`config.mk`:
```
export PLATFORM = sky130hd
export DESIGN_NAME = control_unit
export DESIGN_NICKNAME = d
export VERILOG_FILES = /design/src/rtl/cpu_pkg.sv /design/src/rtl/control_unit_sel_enc_decode.sv /design/src/rtl/control_unit.sv
export SDC_FILE = /design/constraint.sdc
export NUM_CORES = 1
export LEC_CHECK = 0
export CORE_UTILIZATION = 40
export DETAILED_ROUTE_END_ITERATION = 16
export PLACE_DENSITY_LB_ADDON = 0.1
export SETUP_SLACK_MARGIN = 0.02
export SLEW_MARGIN = 20
export SYNTH_ARGS = -nofsm -noshare
export SYNTH_HDL_FRONTEND = slang
export SYNTH_HIERARCHICAL = 1
export SYNTH_SLANG_ARGS = --single-unit
```
`constraint.sdc`:
```
create_clock -name clk -period 9.2 [get_ports clk]
set_input_delay 1.84 -clock clk [delete_from_list [all_inputs] [get_ports clk]]
set_output_delay 1.84 -clock clk [all_outputs]
set_load 0.005 [all_outputs]
```
`src/rtl/cpu_pkg.sv`:
```
// cpu_pkg
// Shared definitions for the hardwired control unit: instruction opcodes,
// IR field geometry, the sequencer state encoding and small opcode-class
// helpers used by the control unit and its register-select decoder.
package cpu_pkg;

  localparam int GPR_N   = 16;
  localparam int IMM_MSB = 18;

  localparam logic [4:0] OP_LD   = 5'd0;
  localparam logic [4:0] OP_LDI  = 5'd1;
  localparam logic [4:0] OP_ST   = 5'd2;
  localparam logic [4:0] OP_ADD  = 5'd3;
  localparam logic [4:0] OP_SUB  = 5'd4;
  localparam logic [4:0] OP_AND  = 5'd5;
  localparam logic [4:0] OP_OR   = 5'd6;
  localparam logic [4:0] OP_SHR  = 5'd7;
  localparam logic [4:0] OP_SHL  = 5'd8;
  localparam logic [4:0] OP_ROR  = 5'd9;
  localparam logic [4:0] OP_ROL  = 5'd10;
  localparam logic [4:0] OP_ADDI = 5'd11;
  localparam logic [4:0] OP_ANDI = 5'd12;
  localparam logic [4:0] OP_ORI  = 5'd13;
  localparam logic [4:0] OP_MUL  = 5'd14;
  localparam logic [4:0] OP_DIV  = 5'd15;
  localparam logic [4:0] OP_NEG  = 5'd16;
  localparam logic [4:0] OP_NOT  = 5'd17;
  localparam logic [4:0] OP_BR   = 5'd18;
  localparam logic [4:0] OP_JR   = 5'd19;
  localparam logic [4:0] OP_JAL  = 5'd20;
  localparam logic [4:0] OP_IN   = 5'd21;
  localparam logic [4:0] OP_OUT  = 5'd22;
  localparam logic [4:0] OP_MFHI = 5'd23;
  localparam logic [4:0] OP_MFLO = 5'd24;
  localparam logic [4:0] OP_NOP  = 5'd25;
  localparam logic [4:0] OP_HALT = 5'd26;

  typedef enum logic [3:0] {T0, T1, T2, T3, T4, T5, T6, T7, HALTED} state_e;

  // Register-register ALU group (ADD..ROL)
  function automatic logic isAluRR(input logic [4:0] op);
    return (op >= OP_ADD) && (op <= OP_ROL);
  endfunction

  // Immediate ALU group (ADDI/ANDI/ORI)
  function automatic logic isAluImm(input logic [4:0] op);
    return (op >= OP_ADDI) && (op <= OP_ORI);
  endfunction

  // Memory-reference group (LD/LDI/ST) sharing the Rb+C address calculation
  function automatic logic isMemRef(input logic [4:0] op);
    return op <= OP_ST;
  endfunction

  function automatic logic isMulDiv(input logic [4:0] op);
    return (op == OP_MUL) || (op == OP_DIV);
  endfunction

  function automatic logic isNegNot(input logic [4:0] op);
    return (op == OP_NEG) || (op == OP_NOT);
  endfunction

  function automatic logic isLegal(input logic [4:0] op);
    return op <= OP_HALT;
  endfunction

  // The ALU only knows the register forms, so immediates map onto them
  function automatic logic [4:0] aluOp(input logic [4:0] op);
    case (op)
      OP_ADDI: return OP_ADD;
      OP_ANDI: return OP_AND;
      OP_ORI:  return OP_OR;
      default: return op;
    endcase
  endfunction

endpackage

```
`src/rtl/control_unit_sel_enc_decode.sv`:
```
// sel_enc_decode
// Combinational register-select logic. Picks one of the Ra/Rb/Rc IR fields,
// turns it into one-hot GPR load/drive vectors and sign-extends the
// immediate field for the C bus source.
// Ports:
//   i_ir            in  27  IR[26:0] (Ra=[26:23], Rb=[22:19], Rc=[18:15], imm=[18:0])
//   i_gra/grb/grc   in  1   field select (priority Ra > Rb > Rc)
//   i_rin           in  1   load the selected GPR
//   i_rout          in  1   drive the selected GPR onto the bus
//   i_baout         in  1   base-address drive of the selected GPR
//   i_forceR15      in  1   redirect the load to R15 (link register)
//   o_enableIn      out 16  one-hot GPR load vector
//   o_outSel        out 16  one-hot GPR drive vector
//   o_cSignExtend   out 32  immediate sign-extended from bit 18
module sel_enc_decode
  import cpu_pkg::*;
(
  input  logic [26:0] i_ir,
  input  logic        i_gra,
  input  logic        i_grb,
  input  logic        i_grc,
  input  logic        i_rin,
  input  logic        i_rout,
  input  logic        i_baout,
  input  logic        i_forceR15,
  output logic [15:0] o_enableIn,
  output logic [15:0] o_outSel,
  output logic [31:0] o_cSignExtend
);

  logic [3:0]       w_sel;
  logic [GPR_N-1:0] w_oneHot;

  // Field select and one-hot expansion; BAout drives the base register
  // through the same vector, the datapath substitutes zero for R0.
  always_comb begin
    w_sel = 4'd0;
    if (i_gra)      w_sel = i_ir[26:23];
    else if (i_grb) w_sel = i_ir[22:19];
    else if (i_grc) w_sel = i_ir[18:15];
    w_oneHot = 16'(1) << w_sel;
    o_enableIn = '0;
    if (i_rin) o_enableIn = i_forceR15 ? 16'h8000 : w_oneHot;
    o_outSel = (i_rout || i_baout) ? w_oneHot : '0;
  end

  assign o_cSignExtend = {{(31 - IMM_MSB){i_ir[IMM_MSB]}}, i_ir[IMM_MSB:0]};

endmodule

```
`src/rtl/control_unit.sv`:
```
// control_unit
// Hardwired Moore sequencer: fetches through T0..T2, executes in T3..T7 and
// drives every datapath strobe from the registered step plus the current IR.
// Memory steps (fetch T1, LD T6, ST T7) are stretched by MEM_WAIT cycles.
// Optional build macro CTRL_ILLEGAL_TRAP_EN: an undefined opcode halts the
// sequencer and keeps 'illegal' high until clr; without it the opcode is
// treated as NOP with a one-cycle 'illegal' pulse.
// Ports:
//   clk, clr (sync, active-high), ir[31:0], con_ff           inputs
//   R0_15_enable_in/R0_15_out_in[15:0]                        GPR load/drive
//   PC/MAR/MDR/IR/Y/Z/HI/LO _enable                           register loads
//   PCout ZHighout ZLowout HIout LOout MDRout InPortout BAout Cout  bus sources
//   Read Write IncPC CON_enable OutPort_enable                misc strobes
//   C_sign_extend[31:0], opcode[OPC_W-1:0], run, illegal
module control_unit
  import cpu_pkg::*;
#(
  parameter int MEM_WAIT = 0,
  parameter int OPC_W    = 5
) (
  input  logic             clk,
  input  logic             clr,
  input  logic [31:0]      ir,
  input  logic             con_ff,
  output logic [15:0]      R0_15_enable_in,
  output logic [15:0]      R0_15_out_in,
  output logic             PC_enable,
  output logic             MAR_enable,
  output logic             MDR_enable,
  output logic             IR_enable,
  output logic             Y_enable,
  output logic             Z_enable,
  output logic             HI_enable,
  output logic             LO_enable,
  output logic             PCout,
  output logic             ZHighout,
  output logic             ZLowout,
  output logic             HIout,
  output logic             LOout,
  output logic             MDRout,
  output logic             InPortout,
  output logic             BAout,
  output logic             Cout,
  output logic             Read,
  output logic             Write,
  output logic             IncPC,
  output logic             CON_enable,
  output logic             OutPort_enable,
  output logic [31:0]      C_sign_extend,
  output logic [OPC_W-1:0] opcode,
  output logic             run,
  output logic             illegal
);

  state_e     r_state;
  logic [2:0] r_wait;
`ifdef CTRL_ILLEGAL_TRAP_EN
  logic       r_illegal;
`endif

  logic [4:0] w_op;
  logic       w_legal, w_memStep, w_waitDone;
  logic       w_last3, w_last4, w_last5, w_last6;
  logic       w_gra, w_grb, w_grc, w_rin, w_rout, w_baout, w_forceR15;

  assign w_op       = ir[31:27];
  assign w_legal    = isLegal(w_op);
  assign w_waitDone = (r_wait == 3'd0);
  assign w_memStep  = (r_state == T1) || (r_state == T6 && w_op == OP_LD) ||
                      (r_state == T7 && w_op == OP_ST);
  assign w_last3    = (w_op == OP_JR) || (w_op == OP_IN) || (w_op == OP_OUT) ||
                      (w_op == OP_MFHI) || (w_op == OP_MFLO);
  assign w_last4    = isNegNot(w_op) || (w_op == OP_JAL);
  assign w_last5    = isAluRR(w_op) || isAluImm(w_op) || (w_op == OP_LDI);
  assign w_last6    = isMulDiv(w_op) || (w_op == OP_BR);

  // Step sequencer. A memory step holds while the wait counter drains;
  // every other cycle advances and reloads the counter, so it is already
  // primed with MEM_WAIT on the first cycle of whichever memory step follows.
  always_ff @(posedge clk) begin
    if (clr) begin
      r_state <= T0;
      r_wait  <= '0;
`ifdef CTRL_ILLEGAL_TRAP_EN
      r_illegal <= 1'b0;
`endif
    end else if (w_memStep && !w_waitDone) begin
      r_wait <= r_wait - 3'd1;
    end else begin
      r_wait <= 3'(MEM_WAIT);
      case (r_state)
        T0: r_state <= T1;
        T1: r_state <= T2;
        T2: begin
          if (w_op == OP_NOP)       r_state <= T0;
          else if (w_op == OP_HALT) r_state <= HALTED;
          else                      r_state <= T3;
        end
        T3: begin
          if (!w_legal) begin
`ifdef CTRL_ILLEGAL_TRAP_EN
            r_state   <= HALTED;
            r_illegal <= 1'b1;
`else
            r_state <= T0;
`endif
          end else if (w_last3) r_state <= T0;
          else                  r_state <= T4;
        end
        T4: r_state <= w_last4 ? T0 : T5;
        T5: r_state <= w_last5 ? T0 : T6;
        T6: r_state <= w_last6 ? T0 : T7;
        T7: r_state <= T0;
        HALTED: r_state <= HALTED;
        default: r_state <= T0;
      endcase
    end
  end

  // Strobe decode from the current step and IR. While clr is held every
  // strobe is forced low so an abandoned instruction loads nothing.
  always_comb begin
    PC_enable = 1'b0; MAR_enable = 1'b0; MDR_enable = 1'b0; IR_enable = 1'b0;
    Y_enable = 1'b0; Z_enable = 1'b0; HI_enable = 1'b0; LO_enable = 1'b0;
    PCout = 1'b0; ZHighout = 1'b0; ZLowout = 1'b0; HIout = 1'b0; LOout = 1'b0;
    MDRout = 1'b0; InPortout = 1'b0; Cout = 1'b0;
    Read = 1'b0; Write = 1'b0; IncPC = 1'b0; CON_enable = 1'b0; OutPort_enable = 1'b0;
    w_gra = 1'b0; w_grb = 1'b0; w_grc = 1'b0; w_rin = 1'b0; w_rout = 1'b0;
    w_baout = 1'b0; w_forceR15 = 1'b0;
    opcode = '0;
    run = 1'b1;
    illegal = 1'b0;
    if (!clr) begin
      run = (r_state != HALTED);
`ifdef CTRL_ILLEGAL_TRAP_EN
      illegal = r_illegal;
`endif
      case (r_state)
        T0: begin PCout = 1'b1; MAR_enable = 1'b1; IncPC = 1'b1; Z_enable = 1'b1; end
        T1: begin ZLowout = 1'b1; PC_enable = 1'b1; Read = 1'b1; MDR_enable = w_waitDone; end
        T2: begin MDRout = 1'b1; IR_enable = 1'b1; end
        T3: begin
          if (!w_legal) illegal = 1'b1;
          else if (isAluRR(w_op) || isAluImm(w_op)) begin w_grb = 1'b1; w_rout = 1'b1; Y_enable = 1'b1; end
          else if (isNegNot(w_op)) begin
            w_grb = 1'b1; w_rout = 1'b1; Z_enable = 1'b1; opcode = OPC_W'(w_op);
          end
          else if (isMemRef(w_op)) begin w_grb = 1'b1; w_baout = 1'b1; Y_enable = 1'b1; end
          else if (isMulDiv(w_op)) begin w_gra = 1'b1; w_rout = 1'b1; Y_enable = 1'b1; end
          else begin
            case (w_op)
              OP_BR:   begin w_gra = 1'b1; w_rout = 1'b1; CON_enable = 1'b1; end
              OP_JR:   begin w_gra = 1'b1; w_rout = 1'b1; PC_enable = 1'b1; end
              OP_JAL:  begin PCout = 1'b1; w_rin = 1'b1; w_forceR15 = 1'b1; end
              OP_IN:   begin InPortout = 1'b1; w_gra = 1'b1; w_rin = 1'b1; end
              OP_OUT:  begin w_gra = 1'b1; w_rout = 1'b1; OutPort_enable = 1'b1; end
              OP_MFHI: begin HIout = 1'b1; w_gra = 1'b1; w_rin = 1'b1; end
              OP_MFLO: begin LOout = 1'b1; w_gra = 1'b1; w_rin = 1'b1; end
              default: ;
            endcase
          end
        end
        T4: begin
          if (isAluRR(w_op)) begin
            w_grc = 1'b1; w_rout = 1'b1; Z_enable = 1'b1; opcode = OPC_W'(w_op);
          end else if (isAluImm(w_op)) begin
            Cout = 1'b1; Z_enable = 1'b1; opcode = OPC_W'(aluOp(w_op));
          end else if (isNegNot(w_op)) begin
            ZLowout = 1'b1; w_gra = 1'b1; w_rin = 1'b1;
          end else if (isMemRef(w_op)) begin
            Cout = 1'b1; Z_enable = 1'b1; opcode = OPC_W'(OP_ADD);
          end else if (isMulDiv(w_op)) begin
            w_grb = 1'b1; w_rout = 1'b1; Z_enable = 1'b1; opcode = OPC_W'(w_op);
          end else if (w_op == OP_BR) begin
            PCout = 1'b1; Y_enable = 1'b1;
          end else if (w_op == OP_JAL) begin
            w_gra = 1'b1; w_rout = 1'b1; PC_enable = 1'b1;
          end
        end
        T5: begin
          if (w_last5) begin ZLowout = 1'b1; w_gra = 1'b1; w_rin = 1'b1; end
          else if (w_op == OP_LD || w_op == OP_ST) begin ZLowout = 1'b1; MAR_enable = 1'b1; end
          else if (isMulDiv(w_op)) begin ZLowout = 1'b1; LO_enable = 1'b1; end
          else if (w_op == OP_BR) begin Cout = 1'b1; Z_enable = 1'b1; opcode = OPC_W'(OP_ADD); end
        end
        T6: begin
          if (w_op == OP_LD) begin Read = 1'b1; MDR_enable = w_waitDone; end
          else if (w_op == OP_ST) begin w_gra = 1'b1; w_rout = 1'b1; MDR_enable = 1'b1; end
          else if (isMulDiv(w_op)) begin ZHighout = 1'b1; HI_enable = 1'b1; end
          else if (w_op == OP_BR) begin ZLowout = 1'b1; PC_enable = con_ff; end
        end
        T7: begin
          if (w_op == OP_LD) begin MDRout = 1'b1; w_gra = 1'b1; w_rin = 1'b1; end
          else if (w_op == OP_ST) Write = 1'b1;
        end
        default: ;
      endcase
    end
  end

  assign BAout = w_baout;

  sel_enc_decode u_selEnc (
    .i_ir          (ir[26:0]),
    .i_gra         (w_gra),
    .i_grb         (w_grb),
    .i_grc         (w_grc),
    .i_rin         (w_rin),
    .i_rout        (w_rout),
    .i_baout       (w_baout),
    .i_forceR15    (w_forceR15),
    .o_enableIn    (R0_15_enable_in),
    .o_outSel      (R0_15_out_in),
    .o_cSignExtend (C_sign_extend)
  );

endmodule

```
==> Flow_metrics.wiki <==
{| class="wikitable"
! Metric !! Value
|-
| Leak Pwr || between 0.0008 and 0.0009 uW
|-
| Synthesized-area fraction occupied by and/or/nand/nor cells || 46.2%
|-
| Die area || 0.00518 sq mm
|-
| Commonest register cell after synthesis || sky130_fd_sc_hd__dfxtp_1
|-
| Max Cap Viol || 0
|-
| Multi-input gate area || approximately 0.0015 sq mm
|-
| Post-synthesis sequential area ratio || roughly 7.2%
|-
| Internal power contribution || 99.3 uW
|-
| Row cnt || 25
|-
| HPWL reported at the end of detailed placement || around 5000 um
|-
| Vertical die dimension || 71.9 um
|-
| Final-layout fill cell count || between 400 and 500
|-
| Cell area power density || 58.1 mW/mm^2
|-
| Setup repair after global routing missed its margin || no
|-
| Area of the placeable core || 0.00472 sq mm
|-
| Total overflow reported by the global router || 0
|-
| Number of remaining DRC errors || 0
|-
| Flops & latches, synth || 7
|-
| Number of clock sinks || 7
|-
| Met2 WL post-DR || roughly 3000 um
|-
| Post-synth EDFFs || 0
|-
| Part of the total power dissipated in the clock network || around a quarter
|-
| Combined flip-flop and latch cell area || approximately 140 sq um
|-
| Highest routed metal layer || met4
|-
| Number of cells upsized or downsized after cts || 0
|-
| Fraction of the cycle the final worst path needs || roughly 85%
|-
| Critical Setup Path Class || input port to primary output
|-
| DIE WIDTH || a little over 70 um
|-
| Setup-failing EPs final || 0
|-
| Post-synth net total || 350
|-
| Post-route antenna net violation count || 0
|-
| Amount of wire on met3 after detailed routing || ~420 um
|-
| Global-route total usage across every layer || around a quarter
|-
| Number of clock buffers inserted by TritonCTS || 3
|-
| Setup crit start kind || input port
|-
| Relative slew slack || 40.3%
|-
| M1 wire length || 3020 um
|-
| Clock edge transition at the registers on the reported setup and hold paths || 0.04 ns
|-
| Number of nets in the final layout || 400
|-
| Main combinational cell family by area after synthesis || simple AND/OR/NAND/NOR gates
|-
| Clock tree from TritonCTS || yes
|-
| Wire length per cell || 15.3 um
|-
| Number of detailed-routing iterations run before antenna repair || 4
|-
| Worst min-delay path class || flip-flop to flip-flop
|-
| Setup TNS || 0 ns
|-
| Number of buffers added for setup after CTS || 0
|-
| Post-synthesis compound-gate area fraction || about a quarter
|-
| Switching power as a share of total power || between 30% and 40%
|-
| Time the worst path needs with I/O delays and setup || a little under 8 ns
|-
| Synth Instances || roughly 310
|-
| Final estimated routing congestion in global placement || a little over 1
|-
| IO buf count || 97
|-
| Final WL || around 6600 um
|-
| Fraction of synthesized area in multiplexers || less than 1%
|-
| Largest fanout on the critical path || 24
|-
| Share of power burned in registers || around a quarter
|-
| Max clock buf depth || 2
|-
| 1st-iter DRT viols || roughly 190
|-
| Vias after detailed routing || ~2400
|-
| Most frequent cells in the layout || 97 x sky130_fd_sc_hd__clkdlybuf4s50_1, 60 x sky130_fd_sc_hd__nor2_1, 25 x sky130_fd_sc_hd__nand2_1, 19 x sky130_fd_sc_hd__a21oi_1, 14 x sky130_fd_sc_hd__o21ai_0
|-
| Req. time, crit path || ~7.4 ns
|-
| Number of hold violations in the final report || 0
|-
| Antenna violations before repair || 0
|-
| Share of post-route cells with drive strength above 1 || under 10%
|-
| Result of the run || finished, final reports clean
|-
| Routed via count divided by cell count || between 5 and 6
|-
| Worst-case hold slack || approximately 0.4 ns
|-
| Wire length of the first global-routing pass || 10300 um
|-
| Average cell area after synthesis || about 6.3 sq um
|-
| Buffer cell driving the clock tree root || sky130_fd_sc_hd__clkbuf_8
|-
| Number of inserted diodes || 0
|-
| Relative area change from synthesis to final layout || 39.6%
|-
| Share of synthesized flip-flops with an asynchronous set or reset || 0%
|-
| Arr. time, crit path || around 6.0 ns
|-
| Number of different library cells in the post-synthesis netlist || between 50 and 60
|-
| Max-slew violation count || 0
|-
| I/O pins || 128
|-
| Initial cell density of the core || approximately 41%
|-
| Pin count of the biggest net entering global routing || 29
|-
| Post-Synth XOR/XNOR Area || less than 1%
|-
| Count of yosys warnings during synthesis || 6
|-
| Number of levels the H-tree was split into || 1
|-
| Netlist Area Pre-Place || 0.00196 sq mm
|-
| Timing-limited maximum frequency || between 100 and 150 MHz
|-
| Hold-fix buffers, CTS || 0
|-
| Setup crit end kind || primary output
|-
| Number of global-route vias before repair || ~2100
|-
| IR Drop Worst-Case VDD || approximately 0.000045 V
|-
| Most frequent standard cell in the layout excluding fill and tap cells || sky130_fd_sc_hd__clkdlybuf4s50_1
|-
| Area share of fa/ha/maj cells after synthesis || 1.28%
|-
| Worst Max-Slew Pin Slew || between 0.8 and 0.9 ns
|-
| Clk_lat worst skew || between 0.2 and 0.25 ns
|-
| Combinational fraction of design power || between 40 and 50%
|-
| Net load switching power || between 50 and 60 uW
|-
| Worst-case clock skew || about 0.0023 ns
|}
## synth_stat cells, drive strengths merged (7+ instances only)
cell type | n | share of area, %
nor2 | 60 | 12
buf | 40 | 14
nand2 | 25 | 4.8
a21oi | 22 | 7.4
o21ai | 17 | 4.3
clkbuf | 13 | 2.5
nand3b | 11 | 4.2
nor3 | 11 | 2.8
nor2b | 10 | 3.2
inv | 9 | 1.7
dfxtp | 7 | 7.2
nand3 | 7 | 1.8
nor4 | 7 | 2.6
## cell families (layout without fill, tap and decap cells)
| group | Yosys count | count (layout) |
|---|---|---|
| AO/OA/AOI/OAI | 71 | 71 |
| XOR/XNOR | 2 | 2 |
| adder cells (fa/ha/maj) | 2 | 2 |
| buffers and inverters | 62 | 111 |
| flip-flops | 7 | 7 |
| multiplexers | 1 | 1 |
| AND/OR/NAND/NOR | 168 | 168 |
## worst max-delay path, stage by stage
cell,delay (ns)
sky130_fd_sc_hd__clkdlybuf4s50_1,0.77
sky130_fd_sc_hd__nor3_1,0.79
sky130_fd_sc_hd__nand3_1,0.34
sky130_fd_sc_hd__a311oi_1,0.71
sky130_fd_sc_hd__a21oi_1,0.18
sky130_fd_sc_hd__a21oi_4,0.28
sky130_fd_sc_hd__or3b_4,0.43
sky130_fd_sc_hd__nor2_1,0.11
sky130_fd_sc_hd__clkdlybuf4s50_1,0.51
## stage by stage
step           worst slack (ns)  power, uW  cell area, sq um  instances  util [%]
6_report                   1.41        159              2730        429      57.9
2_1_floorplan              3.16       89.6              1960        313         -
3_5_place_dp               1.48        115              2690        425      56.9
3_3_place_gp               1.59        115              2690        425      56.9
5_1_grt                    1.13        170              2730        429      57.9
4_1_cts                    1.48        159              2730        429      57.9
## power groups by stage
stage | Clock (uW) | Sequential, uW | Combinational (uW)
after floorplan | 0 | 34.2 | 55.3
after global routing | 45.9 | 39.4 | 84.6
after detailed placement | 0 | 39.0 | 76.1
after global placement | 0 | 38.9 | 76.2
final | 42.3 | 38.9 | 77.6
after CTS | 43.5 | 38.4 | 76.6
## final cells by class
class                           count  area share, %
Clock buffer                        4           1.65
Inverter                            9           1.24
Multi-Input combinational cell    244           53.1
Sequential cell                     7           5.13
Tap cell                           67           3.07
Timing Repair Buffer               98           35.8
## path summary, 6_finish.rpt
check              from               to  slack (ns)  cells past startpoint
max              ir[30]  R0_15_out_in[1]        1.41                      9
min           r_wait[0]        r_wait[0]        0.41                      1
max reg2reg  r_state[2]       r_state[0]        7.25                      5
min reg2reg   r_wait[0]        r_wait[0]        0.41                      1
## sequential cells by signal, summed over array words and instances (netlist names)
register / flops
r_wait: 3
r_state: 4
## layer usage
metal	up-vias	GRT usage, %
met5	-	0
met1	1124	35.5
met3	18	1.67
met2	104	38.4
li1	1184	-
met4	0	7.84
Power figures use the tool's default switching activity.
